<file path="config.mk">
export PLATFORM = sky130hd
export DESIGN_NAME = fetch_seq
export DESIGN_NICKNAME = d
export VERILOG_FILES = /design/src/rtl/fetch_seq_pkg.sv /design/src/rtl/fetch_seq_irq.sv /design/src/rtl/fetch_seq.sv
export SDC_FILE = /design/constraint.sdc
export NUM_CORES = 1
export LEC_CHECK = 0
export BUFFER_PORTS_ARGS = -buffer_cell sky130_fd_sc_hd__buf_4
export CAP_MARGIN = 20
export CORE_MARGIN = 5
export CORE_UTILIZATION = 40
export CTS_CLUSTER_SIZE = 28
export DETAILED_ROUTE_END_ITERATION = 8
export GPL_TIMING_DRIVEN = 0
export PLACE_DENSITY = 0.67
export SYNTH_ARGS = -nofsm -noshare
export SYNTH_HDL_FRONTEND = slang
export SYNTH_SLANG_ARGS = --single-unit
</file>
<file path="constraint.sdc">
create_clock -name clk -period 1.5 [get_ports clk]
set_input_delay 0.225 -clock clk [delete_from_list [all_inputs] [get_ports clk]]
set_output_delay 0.225 -clock clk [all_outputs]
set_load 0.03 [all_outputs]
</file>
<file path="src/rtl/fetch_seq_pkg.sv">
// fetch_seq_pkg: shared state encoding and default widths for the fetch sequencer
package fetch_seq_pkg;
  typedef enum logic [1:0] {BOOT, FETCH, ISSUE, HALTED} state_t;
  localparam int DEF_IADDR_WIDTH = 10;
  localparam int DEF_INSN_WIDTH = 16;
endpackage

</file>
<file path="src/rtl/fetch_seq_irq.sv">
// fetch_seq_irq: interrupt entry bookkeeping (enable flag, irq_take pulse, return address)
//   retire            : insn retiring this cycle (exec_done while issuing)
//   irq / irq_reti    : interrupt request / return-from-interrupt pulse
//   ip_next           : next IP from datapath, captured as return address on entry
//   enter             : combinational, interrupt is taken at this retire
//   irq_take          : registered one-cycle pulse following entry
//   irq_ret_ip        : return address, valid with irq_take
module fetch_seq_irq import fetch_seq_pkg::*; #(
  parameter int IADDR_WIDTH = DEF_IADDR_WIDTH
) (
  input  logic                   clk,
  input  logic                   rst,
  input  logic                   retire,
  input  logic                   irq,
  input  logic                   irq_reti,
  input  logic [IADDR_WIDTH-1:0] ip_next,
  output logic                   enter,
  output logic                   irq_take,
  output logic [IADDR_WIDTH-1:0] irq_ret_ip
);
  logic en;
  assign enter = retire && irq && en;
  always_ff @(posedge clk or posedge rst)
    if (rst) begin
      en <= 1'b1;
      irq_take <= 1'b0;
      irq_ret_ip <= '0;
    end else begin
      irq_take <= enter;
      if (enter) irq_ret_ip <= ip_next;
      en <= enter ? 1'b0 : (irq_reti ? 1'b1 : en);
    end
endmodule

</file>
<file path="src/rtl/fetch_seq.sv">
// fetch_seq: instruction-fetch sequencer owning IP, fetching over req/ack and issuing to execute
//   imem_req/imem_addr/imem_ack/imem_data : instruction memory port (req registered, addr = IP)
//   insn_valid/insn/insn_ip               : instruction awaiting execution
//   exec_done/ip_next                     : retire strobe and next IP from datapath
//   halt/halted                           : halt request and halted status
//   irq/irq_reti/irq_take/irq_ret_ip      : interrupt entry, present only with FETCH_SEQ_IRQ_EN
module fetch_seq import fetch_seq_pkg::*; #(
  parameter int IADDR_WIDTH = DEF_IADDR_WIDTH,
  parameter int INSN_WIDTH = DEF_INSN_WIDTH,
  parameter logic [IADDR_WIDTH-1:0] RESET_VECTOR = '0,
  parameter logic [IADDR_WIDTH-1:0] IRQ_VECTOR = IADDR_WIDTH'(2)
) (
  input  logic                   clk,
  input  logic                   rst,
  output logic                   imem_req,
  output logic [IADDR_WIDTH-1:0] imem_addr,
  input  logic                   imem_ack,
  input  logic [INSN_WIDTH-1:0]  imem_data,
  output logic                   insn_valid,
  output logic [INSN_WIDTH-1:0]  insn,
  output logic [IADDR_WIDTH-1:0] insn_ip,
  input  logic                   exec_done,
  input  logic [IADDR_WIDTH-1:0] ip_next,
  input  logic                   halt,
`ifdef FETCH_SEQ_IRQ_EN
  input  logic                   irq,
  input  logic                   irq_reti,
  output logic                   irq_take,
  output logic [IADDR_WIDTH-1:0] irq_ret_ip,
`endif
  output logic                   halted
);
  state_t state, state_next;
  logic [IADDR_WIDTH-1:0] ip;
  logic retire, take_irq;
  assign retire = state == ISSUE && exec_done;
  assign imem_addr = ip;
`ifdef FETCH_SEQ_IRQ_EN
  fetch_seq_irq #(.IADDR_WIDTH(IADDR_WIDTH)) u_irq (
    .clk(clk), .rst(rst), .retire(retire), .irq(irq), .irq_reti(irq_reti),
    .ip_next(ip_next), .enter(take_irq), .irq_take(irq_take), .irq_ret_ip(irq_ret_ip)
  );
`else
  assign take_irq = 1'b0;
`endif
  always_comb begin
    state_next = state;
    case (state)
      FETCH:   state_next = imem_ack ? ISSUE : FETCH;
      ISSUE:   state_next = exec_done ? (halt ? HALTED : FETCH) : ISSUE;
      default: state_next = halt ? HALTED : FETCH;
    endcase
  end
  // Status outputs are registered from the next state so they change with the state itself.
  always_ff @(posedge clk or posedge rst)
    if (rst) begin
      state <= BOOT;
      ip <= RESET_VECTOR;
      insn <= '0;
      insn_ip <= RESET_VECTOR;
      imem_req <= 1'b0;
      insn_valid <= 1'b0;
      halted <= 1'b0;
    end else begin
      state <= state_next;
      imem_req <= state_next == FETCH;
      insn_valid <= state_next == ISSUE;
      halted <= state_next == HALTED;
      if (state == FETCH && imem_ack) begin
        insn <= imem_data;
        insn_ip <= ip;
      end
      if (retire) ip <= take_irq ? IRQ_VECTOR : ip_next;
    end
endmodule

</file>
==> impl_metrics.yaml, run 1 <==
run_status:
  result_of_the_run: "finished, final reports clean"
timing:
  report.final.setup_viol: 0
  setup_repair_after_global_routing_missed_its_margin: "yes"
  highest_achievable_clock_rate_ghz: 0.6830
  fin_worst_hold_slack_ps: 94.91
  min_period_over_period_pct: 97.61
  report.final.hold_viol_count: 0
  worst_margin_slew_ps: 822.8
  timing.final.crit_period_ps: 1464
  finClkSkew_ps: 6.063
  remaining_max_slew_budget_at_the_tightest_pin_pct: 45.07
  final_max_slew_viol_count: 0
floorplan:
  die_w_um: 73.35
  initial_utilization_pct: 40.72
  fp-row-count: 23
  design.die.area_um2: 5380
  die_height_um: 73.35
  design.core.area_um2: 3943
  design.portCount: 70
global_route:
  grt_pass1_vias: 1157
  grt.met2_usage_pct: 24.03
  grtUsageMet1_pct: 14.05
  grtUsageMet3_pct: 5.062
  grt.total_usage_pct: 13.42
  grt_pass1_wl_um: 5347
  gr-total-overflow: 0
  grt_max_degree: 42
  antenna_found_initial: 0
  grt.busiest_layer: "met2"
logic_synthesis:
  yosysMostFrequentCell: "sky130_fd_sc_hd__dfrtp_1"
  synth.net_count: 136
  postSynthCellCount: 103
  ys.warnings.count: 0
  synthesis.area_per_instance_um2: 15.59
  synth_largest_type_area_fraction_pct: 63.91
  synth.cells.most_frequent: "sky130_fd_sc_hd__dfrtp_1, sky130_fd_sc_hd__mux2_2, sky130_fd_sc_hd__inv_1"
  dominantRegCellSynth: "sky130_fd_sc_hd__dfrtp_1"
  synthTopCellsByArea: "sky130_fd_sc_hd__dfrtp_1, sky130_fd_sc_hd__mux2_2, sky130_fd_sc_hd__ha_1, sky130_fd_sc_hd__inv_1, sky130_fd_sc_hd__clkbuf_8"
  portion_of_the_post_synthesis_area_used_by_sequential_elements_pct: 63.91
  synth_edf_count: 0
  number_of_synthesized_register_bits: 41
  yosysUniqueCellTypes: 19
  syn-cell-area_um2: 1605
  synthArstFlopShare_pct: 100.0
  yosysTopAreaCell: "sky130_fd_sc_hd__dfrtp_1"
placed_design:
  placed_cells_incl_taps: 222
  weighted_congestion_reported_at_the_end_of_routability_driven_placement: 0.6943
  portBuffers: 69
  dp_hpwl_um: 2662
detailed_routing:
  drt_pre_antenna_iters: 4
  drt_iter0_drc: 24
  detail_route.vias_per_cell: 4.634
  vias: 1075
  routed_wl_um: 3489
  detail-route-antenna-nets: 0
  route.detailed.drc: 0
  wire_per_inst_um: 15.04
setup_path:
  r2r_depth: 5
  crit_arrival_ps: 1650
  critical_path.startpoint_type: "flop"
  critical_path_required_ps: 1680
  path_max_fanout: 10
  timing.rr.end: "imem_addr[2]"
  r2r_slack_ps: 40
  nature_of_the_critical_path_endpoint: "flop"
  rr_startpoint: "state[0]"
  critPathKind: "flop to flop"
clocking:
  cts_made_buffers: 5
  htreeDepth: 2
  clk_transition_reported_paths_ps: 80
  post_cts_hold_fix_bufs: 0
  cts_tree: "yes"
  clock_tree_root_driver_cell: "sky130_fd_sc_hd__clkbuf_8"
  cts_buffer_depth: 2
  numClockSinks: 41
  clk-insertion-delay-late_ps: 290
power:
  total_switching_power_uw: 2450
  leakage_uw: 0.001139
  share_clk_of_total_power_pct: 15.0
  fraction_of_power_spent_switching_nets_pct: 40.27
  power.ir.vdd_worst_mv: 1.319
  power_frac_comb_pct: 52.6
  power.share.sequential_pct: 32.4
  power.density_cell_area_nw_per_um2: 2602
  power.internal_uw: 3633
finish:
  post_layout_nonfiller_instances: 232
  area_growth_syn_to_layout_pct: 45.60
  num-nets-final: 214
  antennaDiodeCount: 0
  drive_gt1_share_pct: 68.13
min_path:
  min-delay-path-class: "primary input to asynchronous set/reset pin"
run:
  maxCapViolations: 0
[stage by stage]
stage	TNS (ps)	utilization (%)	worst slack, ps	cell area, µm²	power, µW
4_1_cts	0	58.74	12.44	2316	6111
2_1_floorplan	0	-	95.13	1605	3987
3_3_place_gp	-5352	55.44	-123.5	2186	5051
3_5_place_dp	-723.9	55.44	-49.19	2186	5164
5_1_grt	0	59.28	0.4606	2337	6390
6_report	0	59.28	35.87	2337	6083
[flip-flops by register name (all words and copies together), names as in the netlist]
| register | count |
|---|---|
| state | 2 |
| insn | 16 |
| imem_req | 1 |
| halted | 1 |
| imem_addr | 10 |
| insn_valid | 1 |
| insn_ip | 10 |
[repair_timing]
action,CTS,global route
setup endpoints to repair,26,24
pin swaps,0,1
cloned,0,0
buffers inserted,0,2
gates resized for setup,3,2
hold endpoints to repair,0,0
[area by class of cell]
cell class / count / area (µm²)
buffer: 3 / 40.04
clock buffer: 6 / 82.58
clock inverter: 2 / 37.54
fill: 316 / 1605
inverter: 4 / 15.01
multi-input combinational: 55 / 540.5
sequential: 41 / 1026
tap: 50 / 62.56
timing repair buffer: 71 / 533.0
[kinds of logic after synthesis]
kind of cell / count (synthesis) / share of synthesized area [%]
AOI/OAI and AO/OA: 6 / 2.105
xor gates and xnor gates: 1 / 0.5457
adders and majority gates: 2 / 1.559
buffers and inverters: 7 / 2.961
DFF: 41 / 63.91
muxes: 36 / 25.25
and+or+nand+nor: 10 / 3.664
[worst max-delay path, stage by stage, from the launching register on]
cell	delay [ps]
sky130_fd_sc_hd__dfrtp_1	390
sky130_fd_sc_hd__inv_1	70
sky130_fd_sc_hd__ha_2	220
sky130_fd_sc_hd__and2_4	190
sky130_fd_sc_hd__buf_8	150
sky130_fd_sc_hd__mux2_2	340
[cell usage in the layout (no fill, tap or decap), drive strengths merged]
| cell type | n |
|---|---|
| nand2 | 3 |
| mux2 | 36 |
| buf | 73 |
| nor2 | 3 |
| ha | 2 |
| and2 | 1 |
| o31ai | 1 |
| a21oi | 2 |
| o21ai | 2 |
| bufinv | 1 |
| or3 | 1 |
| inv | 4 |
| nor2b | 1 |
| clkinvlp | 1 |
| o22ai | 1 |
| dfrtp | 41 |
| clkbuf | 7 |
| xor2 | 1 |
| and2b | 1 |
[power by group through the flow]
stage          Combinational [µW]  Sequential (µW)  Clock (µW)
3_5_place_dp                 3170             1990           0
6_report                     3200             1970         914
2_1_floorplan                 974             3010           0
5_1_grt                      3370             2050         969
3_3_place_gp                 3100             1960           0
4_1_cts                      3190             1980         939
[how the worst max path moves through the flow]
stage | startpoint | endpoint | slack, ps
floorplan | state[0] | insn_ip[0] | 100
global placement | rst | imem_addr[5] | -120
detailed placement | state[0] | insn_ip[3] | -50
CTS | state[0] | insn_ip[3] | 10
global route | state[0] | imem_addr[0] | 0.5
finish | state[0] | imem_addr[2] | 40
[metal layers]
| metal | vias up | part of all wire (%) |
|---|---|---|
| met5 | - | 0 |
| met4 | 0 | 1.6 |
| met3 | 6 | 5.8 |
| met2 | 30 | 57 |
| met1 | 528 | 35 |
| li1 | 511 | - |
Note: power is estimated with default switching activity, not from simulation.
==> run 2, diff against run 1 <==
==> constraint.sdc (replaced) <==
create_clock -name clk -period 1.5 [get_ports clk]
set_input_delay 0.075 -clock clk [delete_from_list [all_inputs] [get_ports clk]]
set_output_delay 0.075 -clock clk [all_outputs]
set_load 0.03 [all_outputs]
==> run 2 against run 1 <==
Clock skew about the same. Critical path type unchanged. Cell count grew 3.0%. Critical path depth stayed put. Largest power group unchanged.
==> impl_metrics.yaml, run 2 (same netlist as run 1, synthesis figures left out) <==
run_status:
  result_of_the_run: "finished, final reports clean"
floorplan:
  design.portCount: 70
  design.die.area_um2: 5380
  die_height_um: 73.35
  initial_utilization_pct: 40.72
  die_w_um: 73.35
  fp-row-count: 23
  design.core.area_um2: 3943
global_route:
  grt.total_usage_pct: 13.62
  gr-total-overflow: 0
  grt_pass1_vias: 1171
  grt_pass1_wl_um: 5430
  antenna_found_initial: 0
  grt_max_degree: 42
setup_path:
  critical_path.cell_chain: "inv_1 -> ha_2 -> and2_4 -> buf_8 -> mux2_2"
  nature_of_the_critical_path_endpoint: "flop"
  critPathKind: "flop to flop"
  path_max_fanout: 10
  critical-path-max-stage-delay_ps: 390
  timing.critical_path.slowest_stage_cell: "sky130_fd_sc_hd__dfrtp_1"
  critical_path_required_ps: 1680
  cp-startpoint: "state[0]"
  critical_path.startpoint_type: "flop"
  crit_arrival_ps: 1640
  r2r_depth: 5
  rr_startpoint: "state[0]"
finish:
  antennaDiodeCount: 0
  utilization_pct: 61.06
  most-common-layout-cells: "sky130_fd_sc_hd__buf_4, sky130_fd_sc_hd__dfrtp_1, sky130_fd_sc_hd__mux2_2"
  register_with_the_most_flip_flops: "insn"
  largest_register_ff_count: 16
  area_growth_syn_to_layout_pct: 49.96
  leading_cell_type_in_the_layout_fill_and_taps_excluded: "sky130_fd_sc_hd__buf_4"
  drive_gt1_share_pct: 65.61
  num-nets-final: 221
clocking:
  cts_buffer_depth: 2
  clk_transition_reported_paths_ps: 80
  cts_made_buffers: 5
  clock_tree_root_driver_cell: "sky130_fd_sc_hd__clkbuf_8"
  numClockSinks: 41
  cts_tree: "yes"
  clk-insertion-delay-late_ps: 290
  htreeDepth: 2
power:
  power.ir.vdd_worst_mv: 1.320
  total_power_uw: 6095
  power.density_cell_area_nw_per_um2: 2532
  leakage_uw: 0.001168
timing:
  fin_worst_hold_slack_ps: 10.35
  worst_margin_slew_ps: 822.5
  final_max_slew_viol_count: 0
  report.final.setup_viol: 0
  setup_repair_after_global_routing_missed_its_margin: "yes"
  final.setup.tns_ps: 0
  finClkSkew_ps: 6.504
  timing.final.crit_period_ps: 1459
  min_period_over_period_pct: 97.25
  highest_achievable_clock_rate_ghz: 0.6855
  report.final.hold_viol_count: 0
  remaining_max_slew_budget_at_the_tightest_pin_pct: 45.09
detailed_routing:
  drt_iter0_drc: 18
  detail_route.vias_per_cell: 4.640
  drt_pre_antenna_iters: 4
  detail-route-antenna-nets: 0
  route.detailed.drc: 0
  routed_wl_um: 3533
  vias: 1109
  wire_per_inst_um: 14.78
placed_design:
  weighted_congestion_reported_at_the_end_of_routability_driven_placement: 0.6943
  dp_hpwl_um: 2662
  portBuffers: 69
min_path:
  holdPathStages: 2
  startpoint_of_the_worst_hold_path: "imem_data[4]"
  min-delay-path-class: "primary input to flop"
run:
  maxCapViolations: 0
[run 2: per-stage QoR]
stage	area, µm²	setup WS [ps]	std cells
after floorplan	1605	95.13	103
after detailed placement	2186	-49.19	222
after global placement	2186	-40.12	222
final	2407	41.24	239
after CTS	2366	12.44	235
after global routing	2407	0.4606	239
[run 2: timing repair]
action,4_1_cts,5_1_grt
gates resized for setup,3,2
pin swaps,0,1
setup buffers,0,2
cloned,0,0
hold buffers,5,2
endpoints found under the setup margin,26,24
endpoints found under the hold margin,45,2
[run 2: metal layers]
metal	vias up	share of wire, %	routed length [µm]	track usage, %
met1	550	36	1258	14.13
met2	30	57	2015	24.43
li1	523	-	-	-
met3	6	5.8	205	5.335
met5	-	0	0	0
met4	0	1.5	54	5.433
[run 2: layout make-up]
cell class,count,area (µm²)
fill,311,1535
sequential,41,1026
timing repair buffer,78,603.1
multi-input combinational,55,540.5
clock buffer,6,82.58
tap,50,62.56
buffer,3,40.04
clock inverter,2,37.54
inverter,4,15.01
[run 2: path summary, 6_finish.rpt]
| path | to | slack (ps) |
|---|---|---|
| worst max-delay path | imem_addr[2] | 40 |
| worst min-delay path | insn[4] | 10 |
| worst max register to register | imem_addr[2] | 40 |
| worst min register to register | insn[12] | 510 |
| max in group asynchronous | imem_addr[3] | 470 |
| min in group asynchronous | insn[4] | 510 |
[run 2: worst max-delay path: cells and delay by family, from the launching register on]
family	cells	cell delay [ps]
fa+ha+maj	1	210
buf+inv	2	210
flops	1	390
mux	1	340
simple gates	1	190
[run 2: power by group]
group,switching (µW),internal (µW)
sequential,302,1670
clock,373,541
combinational,1780,1430
